`src/rtl/puf_pkg.sv`:
```
// rtl/puf_pkg.sv - shared types and constants for the PUF evaluation sequencer
package puf_pkg;

  typedef enum logic [2:0] {
    S_IDLE   = 3'd0,
    S_CLEAR  = 3'd1,
    S_SHIFT  = 3'd2,
    S_ARM    = 3'd3,
    S_EVAL   = 3'd4,
    S_SAMPLE = 3'd5,
    S_DONE   = 3'd6
  } state_t;

  localparam logic [31:0] LFSR_POLY     = 32'h80200003;
  localparam int          DEF_CHAL_BITS = 128;
  localparam int          DEF_RESP_BITS = 32;

  // Right-shifting Galois step for x^32+x^22+x^2+x+1
  function automatic logic [31:0] lfsr_step(input logic [31:0] s);
    return {1'b0, s[31:1]} ^ ({32{s[0]}} & LFSR_POLY);
  endfunction

endpackage

```
`src/rtl/puf_chal_lfsr.sv`:
```
// rtl/puf_chal_lfsr.sv - challenge LFSR; a zero seed is replaced by 1 so it never locks up
module puf_chal_lfsr
  import puf_pkg::*;
(
  input  logic        clk,
  input  logic        reset,
  input  logic        load_i,
  input  logic        en_i,
  input  logic [31:0] seed_i,
  output logic        bit_o
);

  logic [31:0] lfsr_q;

  always_ff @(posedge clk or posedge reset) begin
    if (reset)       lfsr_q <= 32'h1;
    else if (load_i) lfsr_q <= (seed_i == 32'h0) ? 32'h1 : seed_i;
    else if (en_i)   lfsr_q <= lfsr_step(lfsr_q);
  end

  assign bit_o = lfsr_q[0];

endmodule

```
`src/rtl/sync_cell.sv`:
```
// rtl/sync_cell.sv - generic multi-flop synchroniser for a single asynchronous bit
module sync_cell #(
  parameter int STAGES = 2
) (
  input  logic clk,
  input  logic reset,
  input  logic d_i,
  output logic q_o
);

  logic [STAGES-1:0] sync_q;

  always_ff @(posedge clk or posedge reset) begin
    if (reset) sync_q <= '0;
    else       sync_q <= {sync_q[STAGES-2:0], d_i};
  end

  assign q_o = sync_q[STAGES-1];

endmodule

```
`src/rtl/puf_eval_seq.sv`:
```
// rtl/puf_eval_seq.sv - sequences challenge shift, PUF reset/evaluate and response packing
module puf_eval_seq
  import puf_pkg::*;
#(
  parameter int CHAL_BITS   = DEF_CHAL_BITS,
  parameter int RESP_BITS   = DEF_RESP_BITS,
  parameter int RESET_CYC   = 4,
  parameter int EVAL_CYC    = 16,
  parameter int SYNC_STAGES = 2
) (
  input  logic                 clk,
  input  logic                 reset,
  input  logic                 start,
  input  logic                 abort,
  input  logic [1:0]           cfg_sel,
  input  logic [1:0]           cfg_length,
  input  logic [31:0]          cfg_seed,
  input  logic [5:0]           cfg_nbits,
  output logic                 busy,
  output logic                 done,
  output logic [RESP_BITS-1:0] resp,
  output logic                 resp_valid,
  output logic [1:0]           puf_sel,
  output logic [1:0]           puf_length,
  output logic                 puf_reset,
  output logic                 chal_si,
  output logic                 chal_rstn,
  output logic                 chal_clk_en,
  input  logic                 puf_out
);

  localparam int CNT_W = 16;

  state_t               state_q;
  logic [CNT_W-1:0]     cnt_q;
  logic [5:0]           bit_cnt_q, nbits_q;
  logic [RESP_BITS-1:0] resp_q;
  logic                 busy_q, done_q, resp_valid_q, puf_reset_q;
  logic                 chal_si_q, chal_rstn_q, chal_clk_en_q;
  logic [1:0]           sel_q, len_q;
  logic                 lfsr_bit, puf_sync, shift_last, lfsr_load, lfsr_en;

  assign shift_last = (cnt_q == CNT_W'(CHAL_BITS - 1));
  assign lfsr_load  = (state_q == S_IDLE) && start && !abort;
  // Advance once per bit actually placed on chal_si, so the stream continues across bits
  assign lfsr_en    = (state_q == S_CLEAR) || ((state_q == S_SHIFT) && !shift_last);

  puf_chal_lfsr u_lfsr (
    .clk    (clk),
    .reset  (reset),
    .load_i (lfsr_load),
    .en_i   (lfsr_en),
    .seed_i (cfg_seed),
    .bit_o  (lfsr_bit)
  );

  sync_cell #(.STAGES(SYNC_STAGES)) u_sync (
    .clk   (clk),
    .reset (reset),
    .d_i   (puf_out),
    .q_o   (puf_sync)
  );

  always_ff @(posedge clk or posedge reset) begin
    if (reset) begin
      state_q       <= S_IDLE;
      cnt_q         <= '0;
      bit_cnt_q     <= '0;
      nbits_q       <= '0;
      resp_q        <= '0;
      busy_q        <= 1'b0;
      done_q        <= 1'b0;
      resp_valid_q  <= 1'b0;
      puf_reset_q   <= 1'b1;
      chal_si_q     <= 1'b0;
      chal_rstn_q   <= 1'b0;
      chal_clk_en_q <= 1'b0;
      sel_q         <= 2'd0;
      len_q         <= 2'd0;
    end else begin
      chal_rstn_q <= 1'b1;
      done_q      <= 1'b0;
      case (state_q)
        S_IDLE: begin
          puf_reset_q   <= 1'b1;
          chal_clk_en_q <= 1'b0;
          if (start && !abort) begin
            sel_q        <= cfg_sel;
            len_q        <= cfg_length;
            nbits_q      <= (cfg_nbits == 6'd0 || cfg_nbits > 6'(RESP_BITS)) ?
                            6'(RESP_BITS) : cfg_nbits;
            bit_cnt_q    <= '0;
            resp_q       <= '0;
            resp_valid_q <= 1'b0;
            busy_q       <= 1'b1;
            chal_rstn_q  <= 1'b0;
            state_q      <= S_CLEAR;
          end
        end
        S_CLEAR: begin
          cnt_q         <= '0;
          chal_clk_en_q <= 1'b1;
          chal_si_q     <= lfsr_bit;
          state_q       <= S_SHIFT;
        end
        S_SHIFT: begin
          if (shift_last) begin
            cnt_q         <= '0;
            chal_clk_en_q <= 1'b0;
            chal_si_q     <= 1'b0;
            state_q       <= S_ARM;
          end else begin
            cnt_q     <= cnt_q + 1'b1;
            chal_si_q <= lfsr_bit;
          end
        end
        S_ARM: begin
          if (cnt_q == CNT_W'(RESET_CYC - 1)) begin
            cnt_q       <= '0;
            puf_reset_q <= 1'b0;
            state_q     <= S_EVAL;
          end else begin
            cnt_q <= cnt_q + 1'b1;
          end
        end
        S_EVAL: begin
          if (cnt_q == CNT_W'(EVAL_CYC - 1)) begin
            puf_reset_q <= 1'b1;
            state_q     <= S_SAMPLE;
          end else begin
            cnt_q <= cnt_q + 1'b1;
          end
        end
        S_SAMPLE: begin
          resp_q    <= {resp_q[RESP_BITS-2:0], puf_sync};
          bit_cnt_q <= bit_cnt_q + 6'd1;
          if (bit_cnt_q + 6'd1 == nbits_q) begin
            done_q       <= 1'b1;
            resp_valid_q <= 1'b1;
            busy_q       <= 1'b0;
            state_q      <= S_DONE;
          end else begin
            chal_rstn_q <= 1'b0;
            state_q     <= S_CLEAR;
          end
        end
        default: state_q <= S_IDLE;
      endcase
      // Abort overrides whatever the active state scheduled above
      if (abort && busy_q) begin
        state_q       <= S_IDLE;
        busy_q        <= 1'b0;
        done_q        <= 1'b0;
        resp_valid_q  <= 1'b0;
        puf_reset_q   <= 1'b1;
        chal_clk_en_q <= 1'b0;
        chal_si_q     <= 1'b0;
      end
    end
  end

  assign busy        = busy_q;
  assign done        = done_q;
  assign resp        = resp_q;
  assign resp_valid  = resp_valid_q;
  assign puf_sel     = sel_q;
  assign puf_length  = len_q;
  assign puf_reset   = puf_reset_q;
  assign chal_si     = chal_si_q;
  assign chal_rstn   = chal_rstn_q;
  assign chal_clk_en = chal_clk_en_q;

endmodule

```
`config.mk`:
```
export PLATFORM = sky130hd
export DESIGN_NAME = puf_eval_seq
export DESIGN_NICKNAME = d
export VERILOG_FILES = /design/src/rtl/puf_pkg.sv /design/src/rtl/puf_chal_lfsr.sv /design/src/rtl/sync_cell.sv /design/src/rtl/puf_eval_seq.sv
export SDC_FILE = /design/constraint.sdc
export NUM_CORES = 1
export LEC_CHECK = 0
export CAP_MARGIN = 10
export CELL_PAD_IN_SITES_DETAIL_PLACEMENT = 1
export CELL_PAD_IN_SITES_GLOBAL_PLACEMENT = 2
export CORE_MARGIN = 4
export CORE_UTILIZATION = 37
export CTS_BUF_LIST = sky130_fd_sc_hd__clkbuf_4
export DETAILED_ROUTE_END_ITERATION = 8
export HOLD_SLACK_MARGIN = 0.06
export PLACE_DENSITY = 0.95
export SLEW_MARGIN = 15
export SYNTH_ARGS = -nofsm -noshare
export SYNTH_HDL_FRONTEND = slang
export SYNTH_HIERARCHICAL = 1
export SYNTH_SLANG_ARGS = --single-unit
```
`constraint.sdc`:
```
create_clock -name clk -period 4.5 [get_ports clk]
set_clock_uncertainty 0.15 [all_clocks]
set_input_delay 0.45 -clock clk [delete_from_list [all_inputs] [get_ports clk]]
set_output_delay 0.45 -clock clk [all_outputs]
set_load 0.01 [all_outputs]
```
# After elaboration in Yosys (flattened, before gate mapping)
# Index checks and enable logic that the tools add are counted.
# word_totals
output_inout_bits	43
inputBits	47
register_bits	108
# op_classes
n_addsub	2
magnitude_cmp	1
bitwise	1
n_mux	42
n_reduce_logical	26
eq_ne	16
# ops
cell	count
$mux 32	4
$pmux 16 s4	1
$pmux 32 s2	1
$mux 16	3
$logic_not 32->1	1
$xor 31x32->32	1
$mux 3	6
$pmux 3 s6	1
$mux 1	17
$add 16x1->16 const B	1
$eq 16x2->1 const B	1
$eq 16x4->1 const B	1
$eq 16x7->1 const B	1
$mux 6	2
$pmux 6 s2	1
$reduce_bool 4->1	3
$ne 3x3->1 const B	3
$pmux 1 s2	4
$reduce_and 2->1	4
$add 6x1->6 const B	1
$eq 3x2->1 const B	2
$eq 3x3->1 const B	2
$eq 6x6->1	1
$gt 6x6->1 const B	1
other kinds (15)	25

# Logic depth before layout (Yosys ltp)
# logic_depth
word_depth	6
depth_mapped	12

# Modules after synthesis
# Netlist, hierarchy kept.
# modules_own_cells
module	area_each_um2	cells_per_inst	instances
puf_eval_seq	3666.0	404	1
puf_chal_lfsr	1599.0	156	1
sync_cell	53.8	3	1

# Least setup slack after synthesis
# Ideal clock, no wire load.
# synth_timing
path_type	register -> register
startpoint	register state_q[0]
endpoint	register u_lfsr.lfsr_q[15]
arrival_ps	2118
stages_incl_launch_ff	11
path_buffers	5
t_required_ps	4267
path_slack_ps	2149
path_cell_list	dfrtp_1 > clkbuf_1 > or2_1 > or3_1 > clkbuf_1 > inv_2 > buf_2 > buf_2 > clkbuf_1 > nand2_1 > o21ai_0
# synth_via
elab_chain_len	4
# synth_lines
element	line	text
start, declared	puf_eval_seq.sv:34	state_t state_q;
start signal, assigned	puf_eval_seq.sv:66	state_q <= S_IDLE;
start signal, assigned	puf_eval_seq.sv:97	state_q <= S_CLEAR;
start signal, assigned	puf_eval_seq.sv:104	state_q <= S_SHIFT;
$logic_not 3->1 (*)	puf_eval_seq.sv:44	assign lfsr_load = (state_q == S_IDLE) && start && !abort;
$logic_and 1x1->1 (*) (2 in a row)	puf_eval_seq.sv:44	
named net lfsr_load	puf_eval_seq.sv:41	logic lfsr_bit, puf_sync, shift_last, lfsr_load, lfsr_en;
$mux 32 / $reduce_bool 2->1 (equally long branches)	-	
end signal, assigned	puf_chal_lfsr.sv:17	else if (load_i) lfsr_q <= (seed_i == 32'h0) ? 32'h1 : seed_i;
end signal, assigned	puf_chal_lfsr.sv:18	else if (en_i) lfsr_q <= lfsr_step(lfsr_q);
end, declared	puf_chal_lfsr.sv:13	logic [31:0] lfsr_q;
# The timed path passes the listed nets; every way through them passes the cells marked *.
# A chain may end at the register's enable or synchronous reset.

# Worst setup path after layout
# layout_timing
startpoint	register cnt_q[0]
endpoint	register u_lfsr.lfsr_q[10]
# layout_via
elab_chain_len	5
# layout_lines
element	line	text
start, declared	puf_eval_seq.sv:35	logic [CNT_W-1:0] cnt_q;
start signal, assigned	puf_eval_seq.sv:113	cnt_q <= cnt_q + 1'b1;
start signal, assigned	puf_eval_seq.sv:123	cnt_q <= cnt_q + 1'b1;
start signal, assigned	puf_eval_seq.sv:131	cnt_q <= cnt_q + 1'b1;
$eq 16x7->1	puf_eval_seq.sv:43	assign shift_last = (cnt_q == CNT_W'(CHAL_BITS - 1));
$logic_not 1->1	puf_eval_seq.sv:46	assign lfsr_en = (state_q == S_CLEAR) || ((state_q == S_SHIFT) && !shift_last);
$logic_and 1x1->1	puf_eval_seq.sv:46	
$logic_or 1x1->1	puf_eval_seq.sv:46	
named net lfsr_en	puf_eval_seq.sv:41	
$reduce_bool 2->1 (no source line)	-	
# The timed path passes the listed nets, and every way through them passes these cells.

==> impl_metrics.yaml <==
place:
  place_ws_ns: 1.237
  gp_congestion: 0.7769
  port_buffers: 89
  hpwl_microns: 9681
critical_path:
  slowest_delay_ns: 0.77
  crit_fanout: 25
  cpLargestDelayFamily: "compound AO/OA/AOI/OAI gates"
  slowest_stage: "a21oi_4"
  critPathArrivalTime_ns: 3.36
  setup.worst_path.class: "reg2reg"
  path_cells: "ha_1 > and3_1 > nand4_1 > and2_1 > nand2_1 > a21oi_4 > buf_4 > mux2i_1 > o21ai_0"
  worstSetupEndpointType: "register"
  worstPathRequired_ns: 4.71
  crit_buf_inv: 1
  start_kind: "register"
synth:
  synth_area_sq_mm: 0.005319
  ys_top_cells_by_count: "140 x nand2_1, 106 x dfrtp_1, 50 x o21ai_0, 41 x nand3_1, 30 x mux2i_1"
  ys_ff_latch: 108
  yosysTopAreaCellShare_pct: 49.87
  synth_area_per_cell_sq_um: 9.447
  synth_top_flop_cell: "dfrtp_1"
  syn_nets: 612
  synth_edf_count: 0
  ys_warn_count: 6
  synth_cells: 563
  synth_cell_types: 60
  synth_top_area_cell: "dfrtp_1"
  synth_seq_area_share_pct: 50.86
  synth.most_common_cell: "nand2_1"
  yosys-top-cells-area: "dfrtp_1 50%, nand2_1 9.9%, mux2i_1 5.6%"
  ys_async_sr_fraction_pct: 100.0
clocking:
  htreeDepth: 3
  post_cts_resized: 0
  hold_buffers: 1
  clkSlewWorstSetupHoldPaths_ns: 0.19
  numCtsBuffers: 9
  clockRootBuffer: "clkbuf_4"
  clk-insertion-delay-late_ns: 0.50
  cts.sinks: 108
  post_cts_buffers: 0
  cts_tree: "yes"
  clockBufferDepth: 2
global_route:
  grt_start_max_net_pins: 55
  antenna_found_initial: 1
  grt_pass1_wl_microns: 22620
  busiest_layer: "met2"
  grtUsageTotal_pct: 16.99
  first_global_vias: 4524
  overflow: 0
  use_met3_pct: 4.083
  grt_use_met2_pct: 29.11
  grtUsageMet1_pct: 21.58
routing:
  dr.first_iter.drc_count: 258
  ant_nets: 0
  wl_per_cell_microns: 16.29
  routed_wl_microns: 13390
  routed_via_density: 5.262
  vias: 4325
  dr.pass1.iters: 4
  drc: 0
floorplanning:
  core_area_sq_mm: 0.01399
  dieWidth_microns: 127.9
  die_y_microns: 127.9
  start_util_pct: 38.02
  die_area_sq_mm: 0.01636
  num_rows: 43
  io_pins: 90
pwr:
  p_leak_nw: 2.817
  seq_power_share_pct: 42.6
  combPwrFrac_pct: 44.7
  peakVddDrop_uv: 272.9
  powerDensity_mw_per_mm2: 587.9
  clkPwrFrac_pct: 12.7
  internal_power_mw: 2.253
  p_switching_mw: 1.544
  swShare_pct: 40.66
timing:
  max_freq_ghz: 0.3176
  finalCritPeriodShare_pct: 69.98
  period_needed_ns: 3.149
  max_slew_margin_pct: 31.69
  finalSetupViolCount: 0
  drv_slew: 0
  worst_pin_slew_ns: 1.025
  rsz0062_at_grt: "false"
  fin_ws_ns: 1.351
  tns_ns: 0
  hold_viol_final: 0
run_status:
  outcome: "finished clean"
worst_hold_path:
  hp-class: "in2reg"
run:
  cap_violations: 0
cells_and_area:
  area_delta_synth_final_pct: 21.41
  drive_gt1_share_pct: 7.020
  nFillCells: 1633
  fin_nets: 685
per-stage QoR:
stage / hold slack (ns) / power (mW) / area (sq um) / utilization (%) / cells
floorplan: 0.04118 / 2.770 / 5319 / - / 563
global placement: 0.1846 / 3.261 / 6311 / 45.12 / 804
detailed placement: 0.1862 / 3.361 / 6311 / 45.12 / 804
CTS: 0.1754 / 3.857 / 6455 / 46.14 / 821
global route: 0.1737 / 4.113 / 6457 / 46.16 / 822
finish: 0.2281 / 3.796 / 6457 / 46.16 / 822
sequential cells by signal (all words and copies together) (netlist names), 2 cells and up:
register,flops
cnt_q,16
u_sync/sync_q,2
puf_sel,2
state_q,3
resp,32
bit_cnt_q,6
u_lfsr/lfsr_q,32
puf_length,2
nbits_q,6
final timing paths:
kind	to	startpoint	cells after the start	slack (ns)
worst min-delay path	u_sync/sync_q[0]	puf_out	1	0.23
worst max-delay path	u_lfsr/lfsr_q[10]	cnt_q[0]	9	1.35
max in group asynchronous	puf_reset	reset	4	2.35
worst min register to register	u_sync/sync_q[1]	u_sync/sync_q[0]	0	0.23
min in group asynchronous	u_sync/sync_q[1]	reset	3	0.54
worst max register to register	u_lfsr/lfsr_q[10]	cnt_q[0]	9	1.35
routing by layer:
metal,routed length (microns),vias to the layer above
li1,-,2117
met1,6015,2143
met2,6783,53
met3,447,12
met4,141,0
met5,0,-
area by class of cell:
cell class | count | area (sq um) | share of cell area, %
clock inverters | 7 | 66.31 | 1.027
multi-input cells | 411 | 2404 | 37.22
clock buffers | 9 | 67.56 | 1.046
repair buffers | 97 | 953.4 | 14.76
flip-flops and latches | 108 | 2705 | 41.89
well taps | 180 | 225.2 | 3.488
inverters | 9 | 33.78 | 0.5232
diodes | 1 | 2.502 | 0.03875
logic make-up (layout without fill, tap and decap cells):
family | count (synthesis) | count (layout) | synth area share, %
buffers and inverters | 44 | 122 | 4.163
flip-flops | 108 | 108 | 50.86
other | 0 | 1 | 0
AND/OR/NAND/NOR | 255 | 255 | 23.52
AO/OA/AOI/OAI | 112 | 112 | 13.32
adder cells (fa/ha/maj) | 2 | 2 | 0.4704
XOR/XNOR | 11 | 11 | 1.811
multiplexers | 31 | 31 | 5.857
placed cells by master (no fill, tap or decap), drive strengths merged, types with 2 or more instances in the layout:
cell type and n:
buf 7, or4 5, clkinvlp 2, o22a 2, clkbuf 9, nand2b 2
a22o 2, nand3 41, xor2 3, clkdlybuf4s50 89, ha 2, mux2i 30
xnor2 8, nor3 3, o21a 3, o31ai 7, inv 13, and3 3
a211o 2, nor2 9, a31oi 2, a21boi 2, nand3b 5, or3 7
dfstp 2, or2 2, nand4 7, a211oi 5, and2 10, nor2b 3
nand2 140, and4 3, nor4 12, dfrtp 106, o21ai 54, a21oi 23
power by group through the flow:
stage / Clock, mW / Combinational, mW / Sequential (mW)
detailed placement: 0 / 1.72 / 1.64
floorplan: 0 / 1.16 / 1.61
global placement: 0 / 1.64 / 1.62
finish: 0.482 / 1.70 / 1.62
global route: 0.550 / 1.89 / 1.67
CTS: 0.513 / 1.73 / 1.62
Power figures use the tool's default switching activity.
